<file path="src/rtl/eeprom_master.sv">
// eeprom_master: Microwire (93C46/93C66-style) EEPROM initiator.
// Takes single READ / WRITE / EWEN / EWDS commands on a valid/ready port,
// shifts the serial frame out on eesk/eecs/eedi and samples eedo. After a
// WRITE it polls eedo for the ready indication, bounded by POLL_TIMEOUT.
//
// Ports:
//   clk_i, rst_i            clock, synchronous active-high reset
//   cmd_valid_i/cmd_ready_o command handshake (ready only in IDLE)
//   cmd_op_i                0 READ, 1 WRITE, 2 EWEN, 3 EWDS
//   cmd_addr_i, cmd_wdata_i word address and write data
//   rsp_valid_o             one-cycle completion pulse
//   rsp_data_o              read data, held until the next READ completes
//   rsp_err_o               READ: dummy bit not 0; WRITE: poll timeout
//   busy_o                  inverse of cmd_ready_o
//   eesk_o/eecs_o/eedi_o    serial clock, chip select, data to EEPROM
//   eedo_i                  data from EEPROM (already synchronous)
module eeprom_master #(
  parameter int unsigned ADDR_BITS    = 8,
  parameter int unsigned CLK_DIV      = 4,
  parameter int unsigned POLL_TIMEOUT = 65536
) (
  input  logic                 clk_i,
  input  logic                 rst_i,
  input  logic                 cmd_valid_i,
  output logic                 cmd_ready_o,
  input  logic [1:0]           cmd_op_i,
  input  logic [ADDR_BITS-1:0] cmd_addr_i,
  input  logic [15:0]          cmd_wdata_i,
  output logic                 rsp_valid_o,
  output logic [15:0]          rsp_data_o,
  output logic                 rsp_err_o,
  output logic                 busy_o,
  output logic                 eesk_o,
  output logic                 eecs_o,
  output logic                 eedi_o,
  input  logic                 eedo_i
);

  localparam int unsigned FRAME_W = ADDR_BITS + 19;
  localparam int unsigned CW      = $clog2(2 * CLK_DIV);
  localparam int unsigned BW      = $clog2(FRAME_W);
  localparam int unsigned PW      = $clog2(POLL_TIMEOUT + 1);

  localparam logic [CW-1:0] HALF_LAST = CW'(CLK_DIV - 1);
  localparam logic [CW-1:0] GAP_LAST  = CW'(2 * CLK_DIV - 1);
  localparam logic [BW-1:0] DUMMY_BIT = BW'(ADDR_BITS + 2);   // last address bit
  localparam logic [BW-1:0] LONG_LAST = BW'(FRAME_W - 1);
  localparam logic [PW-1:0] POLL_LAST = PW'(POLL_TIMEOUT - 1);

  typedef enum logic [2:0] {
    S_IDLE, S_SHIFT, S_CS_GAP, S_POLL, S_CS_GAP2, S_DONE
  } state_e;

  typedef enum logic [1:0] {
    OP_READ = 2'd0, OP_WRITE = 2'd1, OP_EWEN = 2'd2, OP_EWDS = 2'd3
  } op_e;

  state_e               state_q;
  op_e                  op_q;
  op_e                  cmd_op;
  logic [CW-1:0]        div_q;
  logic [BW-1:0]        bit_q;
  logic [BW-1:0]        last_q;
  logic [FRAME_W-1:0]   sreg_q;
  logic [PW-1:0]        poll_q;
  logic [15:0]          rdata_q;
  logic                 err_q;
  logic                 rsp_valid_q;
  logic [15:0]          rsp_data_q;
  logic                 rsp_err_q;
  logic                 eesk_q;
  logic                 eecs_q;
  logic                 eedi_q;

  logic [1:0]           opc_d;
  logic [ADDR_BITS-1:0] addr_d;
  logic [15:0]          data_d;
  logic [FRAME_W-1:0]   frame_d;

  assign cmd_op = op_e'(cmd_op_i);

  // Whole frame is built at acceptance and shifted out MSB first. READ
  // carries a zero data field so eedi stays low while the word comes back.
  always_comb begin
    opc_d  = 2'b00;
    addr_d = cmd_addr_i;
    data_d = '0;
    case (cmd_op)
      OP_READ:  opc_d = 2'b10;
      OP_WRITE: begin
        opc_d  = 2'b01;
        data_d = cmd_wdata_i;
      end
      OP_EWEN: begin
        addr_d = '0;
        addr_d[ADDR_BITS-1 -: 2] = 2'b11;
      end
      default:  addr_d = '0;
    endcase
    frame_d = {1'b1, opc_d, addr_d, data_d};
  end

  always_ff @(posedge clk_i) begin
    if (rst_i) begin
      state_q     <= S_IDLE;
      op_q        <= OP_READ;
      div_q       <= '0;
      bit_q       <= '0;
      last_q      <= '0;
      sreg_q      <= '0;
      poll_q      <= '0;
      rdata_q     <= '0;
      err_q       <= 1'b0;
      rsp_valid_q <= 1'b0;
      rsp_data_q  <= '0;
      rsp_err_q   <= 1'b0;
      eesk_q      <= 1'b0;
      eecs_q      <= 1'b0;
      eedi_q      <= 1'b0;
    end else begin
      case (state_q)
        S_IDLE: begin
          if (cmd_valid_i) begin
            op_q    <= cmd_op;
            sreg_q  <= frame_d;
            eecs_q  <= 1'b1;
            eesk_q  <= 1'b0;
            eedi_q  <= frame_d[FRAME_W-1];
            div_q   <= '0;
            bit_q   <= '0;
            last_q  <= cmd_op_i[1] ? DUMMY_BIT : LONG_LAST;
            err_q   <= 1'b0;
            state_q <= S_SHIFT;
          end
        end

        // eesk_q doubles as the phase flag: 0 = low half, 1 = high half.
        S_SHIFT: begin
          if (div_q == HALF_LAST) begin
            div_q <= '0;
            if (!eesk_q) begin
              eesk_q <= 1'b1;
            end else begin
              if (op_q == OP_READ) begin
                if (bit_q == DUMMY_BIT) begin
                  err_q <= eedo_i;
                end else if (bit_q > DUMMY_BIT) begin
                  rdata_q <= {rdata_q[14:0], eedo_i};
                end
              end
              eesk_q <= 1'b0;
              if (bit_q == last_q) begin
                eecs_q  <= 1'b0;
                eedi_q  <= 1'b0;
                state_q <= S_CS_GAP;
              end else begin
                bit_q  <= bit_q + 1'b1;
                sreg_q <= {sreg_q[FRAME_W-2:0], 1'b0};
                eedi_q <= sreg_q[FRAME_W-2];
              end
            end
          end else begin
            div_q <= div_q + 1'b1;
          end
        end

        S_CS_GAP: begin
          if (div_q == GAP_LAST) begin
            div_q <= '0;
            if (op_q == OP_WRITE) begin
              eecs_q  <= 1'b1;
              poll_q  <= '0;
              state_q <= S_POLL;
            end else begin
              rsp_valid_q <= 1'b1;
              rsp_err_q   <= err_q;
              if (op_q == OP_READ) begin
                rsp_data_q <= rdata_q;
              end
              state_q <= S_DONE;
            end
          end else begin
            div_q <= div_q + 1'b1;
          end
        end

        // A ready sample wins over a timeout landing on the same cycle.
        S_POLL: begin
          poll_q <= poll_q + 1'b1;
          div_q  <= (div_q == HALF_LAST) ? '0 : div_q + 1'b1;
          if (div_q == HALF_LAST && eedo_i) begin
            err_q   <= 1'b0;
            eecs_q  <= 1'b0;
            div_q   <= '0;
            state_q <= S_CS_GAP2;
          end else if (poll_q == POLL_LAST) begin
            err_q   <= 1'b1;
            eecs_q  <= 1'b0;
            div_q   <= '0;
            state_q <= S_CS_GAP2;
          end
        end

        S_CS_GAP2: begin
          if (div_q == GAP_LAST) begin
            div_q       <= '0;
            rsp_valid_q <= 1'b1;
            rsp_err_q   <= err_q;
            state_q     <= S_DONE;
          end else begin
            div_q <= div_q + 1'b1;
          end
        end

        S_DONE: begin
          rsp_valid_q <= 1'b0;
          rsp_err_q   <= 1'b0;
          state_q     <= S_IDLE;
        end

        default: state_q <= S_IDLE;
      endcase
    end
  end

  assign cmd_ready_o = (state_q == S_IDLE);
  assign busy_o      = (state_q != S_IDLE);
  assign rsp_valid_o = rsp_valid_q;
  assign rsp_data_o  = rsp_data_q;
  assign rsp_err_o   = rsp_err_q;
  assign eesk_o      = eesk_q;
  assign eecs_o      = eecs_q;
  assign eedi_o      = eedi_q;

endmodule

</file>
<file path="config.mk">
export PLATFORM = sky130hd
export DESIGN_NAME = eeprom_master
export DESIGN_NICKNAME = d
export VERILOG_FILES = /design/src/rtl/eeprom_master.sv
export SDC_FILE = /design/constraint.sdc
export NUM_CORES = 1
export LEC_CHECK = 0
export BUFFER_PORTS_ARGS = -buffer_cell sky130_fd_sc_hd__buf_2
export CAP_MARGIN = 5
export CORE_ASPECT_RATIO = 2
export CORE_MARGIN = 2
export CORE_UTILIZATION = 56
export CTS_BUF_LIST = sky130_fd_sc_hd__clkbuf_16
export CTS_CLUSTER_DIAMETER = 40
export CTS_CLUSTER_SIZE = 25
export DETAILED_ROUTE_END_ITERATION = 6
export PLACE_DENSITY = 0.77
export SYNTH_ARGS = -nofsm -noshare
export SYNTH_HDL_FRONTEND = slang
export SYNTH_SLANG_ARGS = --single-unit
</file>
<file path="constraint.sdc">
create_clock -name clk_i -period 5.5 [get_ports clk_i]
set_clock_uncertainty 0.15 [all_clocks]
set_input_delay 0.275 -clock clk_i [delete_from_list [all_inputs] [get_ports clk_i]]
set_output_delay 0.275 -clock clk_i [all_outputs]
set_load 0.01 [all_outputs]
</file>
==> out/results.tsv <==
stage	metric	value	unit
job	maxCapViolations	0	
grt	grt_max_degree	79	
timing	period_needed	3020	ps
status	status	finished clean	
cells_and_area	final_cell_mix	nor2_1 (100), dfxtp_1 (96), buf_2 (52)	
synthesis	synth_cells	505	
worst_setup_path	arrival	3050	ps
floorplan	die_height	130	um
routing	wl_per_cell	14.0	um
grt	antenna_found_initial	0	
timing	finalHoldViolCount	0	
clock_network	cts-root-buf	clkbuf_16	
grt	grt_overflow_total	0	
floorplan	rows	46	
cells_and_area	area_growth_syn_to_layout	12.0	%
floorplan	fp.dieW	67.2	um
synthesis	yosysSeqAreaShare	0.430	
clock_network	h-tree-depth	3	
floorplan	core-area	0.00783	mm^2
cells_and_area	drive_gt1_frac	0.161	
routing	avgViaCountPerCell	5.62	
synthesis	ys_seq_elements	96	
cells_and_area	multi_input_area	0.00232	mm^2
timing	fin_ws	2480	ps
floorplan	start_util	0.571	
clock_network	cts_tree	done	
worst_setup_path	cpPeakStageDelay	880	ps
place	hpwlAfterDp	5.91	mm
timing	tightest_slew	1190	ps
min_path	worstHoldPathType	in2reg	
cells_and_area	nFillCells	709	
power_and_ir_drop	leakagePower	2.00	nW
synthesis	synth_top_area_share	0.430	
routing	drtPass1Iterations	4	
clock_network	cts_buffers	9	
routing	drt_first_iter_violations	259	
routing	drcViolationCount	0	
clock_network	cts_setup_buffers	0	
synthesis	syn-cell-area	0.00447	mm^2
timing	slew_headroom	0.208	
cells_and_area	n_antenna_cell	0	
cells_and_area	utilization	0.640	
worst_setup_path	worst-endpoint-required	5530	ps
synthesis	ys.flop_type	dfxtp_1	
routing	routed_wl	8.96	mm
worst_setup_path	worstPathCellList	nor2b_1 -> o21a_1 -> inv_1 -> o21ai_1 -> nor2_1	
power_and_ir_drop	power.density	428	mW/mm^2
clock_network	cts_resized	0	
worst_setup_path	crit_family	compound AO/OA/AOI/OAI gates	
grt	grt.total_usage	0.221	
clock_network	clock_path_buffers	2	
timing	slew_viol_final	0	
power_and_ir_drop	peakVddDrop	0.226	mV
routing	ant_nets	0	
routing	vias	3607	
clock_network	postCtsHoldBufs	0	
synthesis	syn_area_per_cell	8.85	um^2
synthesis	synth_fp_nets	543	
place	port_buffers	52	
place	gp_congestion	0.799	
clock_network	clkTransAtPathRegs	70	ps
cells_and_area	finalNetCount	579	
synthesis	synthTopCellsByArea	dfxtp_1 (43%), mux2i_1 (9.0%), nor2_1 (8.4%)	
grt	grt_pass1_vias	3278	
timing	clock.fmax	0.332	GHz
power_and_ir_drop	power	2.14	mW
floorplan	dieArea	0.00876	mm^2
cells_and_area	final_common_cell	nor2_1	
timing	finalSetupViolations	0	
timing	tns	0	ps
worst_setup_path	crit_type	reg2reg	
clock_network	insertion_delay	350	ps
worst_setup_path	cp-start-kind	flop	
synthesis	async_flop_share	0	
floorplan	boundaryPins	53	
timing	period_share	0.548	
clock_network	clock-sinks	96	
synthesis	synth_warnings	0	
synthesis	yosysTopAreaCell	dfxtp_1	
worst_setup_path	slowest_stage	o21ai_1	
synthesis	ys_types	52	
place	place_ws	2520	ps
worst_setup_path	cp-end-kind	flop	
cells_and_area	seqCellArea	0.00192	mm^2
timing	grt_setup_unrepaired	false	
synthesis	synth_edf_count	0	
grt	grt_first_pass_wirelength	14.9	mm
worst_setup_path	crit_buf_inv	1	
timing	whs	40.5	ps
worst_setup_path	crit_fanout	21	
==> area by class of cell <==
class	count	area share
tap	96	0.0240
clock inverter	7	0.0140
clock buffer	9	0.0450
multi-input combinational	361	0.463
sequential	96	0.384
inverter	17	0.0127
timing repair buffer	56	0.0580
==> cell families after synthesis <==
logic type | count (synthesis) | share of synthesized area
multiplexers | 41 | 0.0921
flip-flops | 96 | 0.430
AND/OR/NAND/NOR | 213 | 0.228
buffers and inverters | 48 | 0.0518
XOR/XNOR | 16 | 0.0313
AO/OA/AOI/OAI | 83 | 0.145
adder cells (fa/ha/maj) | 8 | 0.0224
==> synth_stat cells, types with 8 or more instances <==
master and instances:
nor2_1 100, dfxtp_1 96, mux2i_1 40, nand2_1 34, nand3_1 25, a21oi_1 24, clkbuf_1 18, inv_1 17
a311oi_1 15, and3_1 11, o21ai_0 10, a211oi_1 9, xnor2_1 9, ha_1 8, nand2b_1 8
==> registers in the layout (all words and copies together) (netlist names) <==
name and flops:
rsp_valid_o 1, div_q 3, bit_q 5, op_q 2, rsp_data_o 16, rdata_q 16
err_q 1, sreg_q 26, eesk_o 1, rsp_err_o 1, eecs_o 1, poll_q 17
last_q 2, eedi_o 1, state_q 3
==> report_power, final <==
group	total, mW	switching, mW	internal (mW)
Clock	0.623	0.270	0.353
Sequential	0.906	0.0968	0.809
Combinational	0.615	0.370	0.245
==> per-stage QoR <==
stage	instance area, um^2	cells
after global placement	4710	626
after floorplan	4470	505
final	5010	642
after detailed placement	4710	626
after global routing	5010	642
after CTS	5010	642
==> path summary, 6_finish.rpt <==
kind | start | to | slack [ps] | depth (start not counted)
min | cmd_wdata_i[0] | sreg_q[0] | 40 | 3
max | state_q[1] | poll_q[5] | 2480 | 5
max reg2reg | state_q[1] | poll_q[5] | 2480 | 5
min reg2reg | sreg_q[4] | sreg_q[5] | 330 | 2
==> worst min-delay path: stages <==
cell	delay, ps
buf_2	90
nand3_1	60
a21oi_1	60
==> per-layer routing <==
layer  global-route usage  wire [um]  part of all wire
met5                    0          0                 0
met2                0.337       4340              0.48
met3               0.0560        418             0.047
met4                0.116        216             0.024
met1                0.283       3980              0.44
No activity file was read; power rests on OpenSTA's default activity.
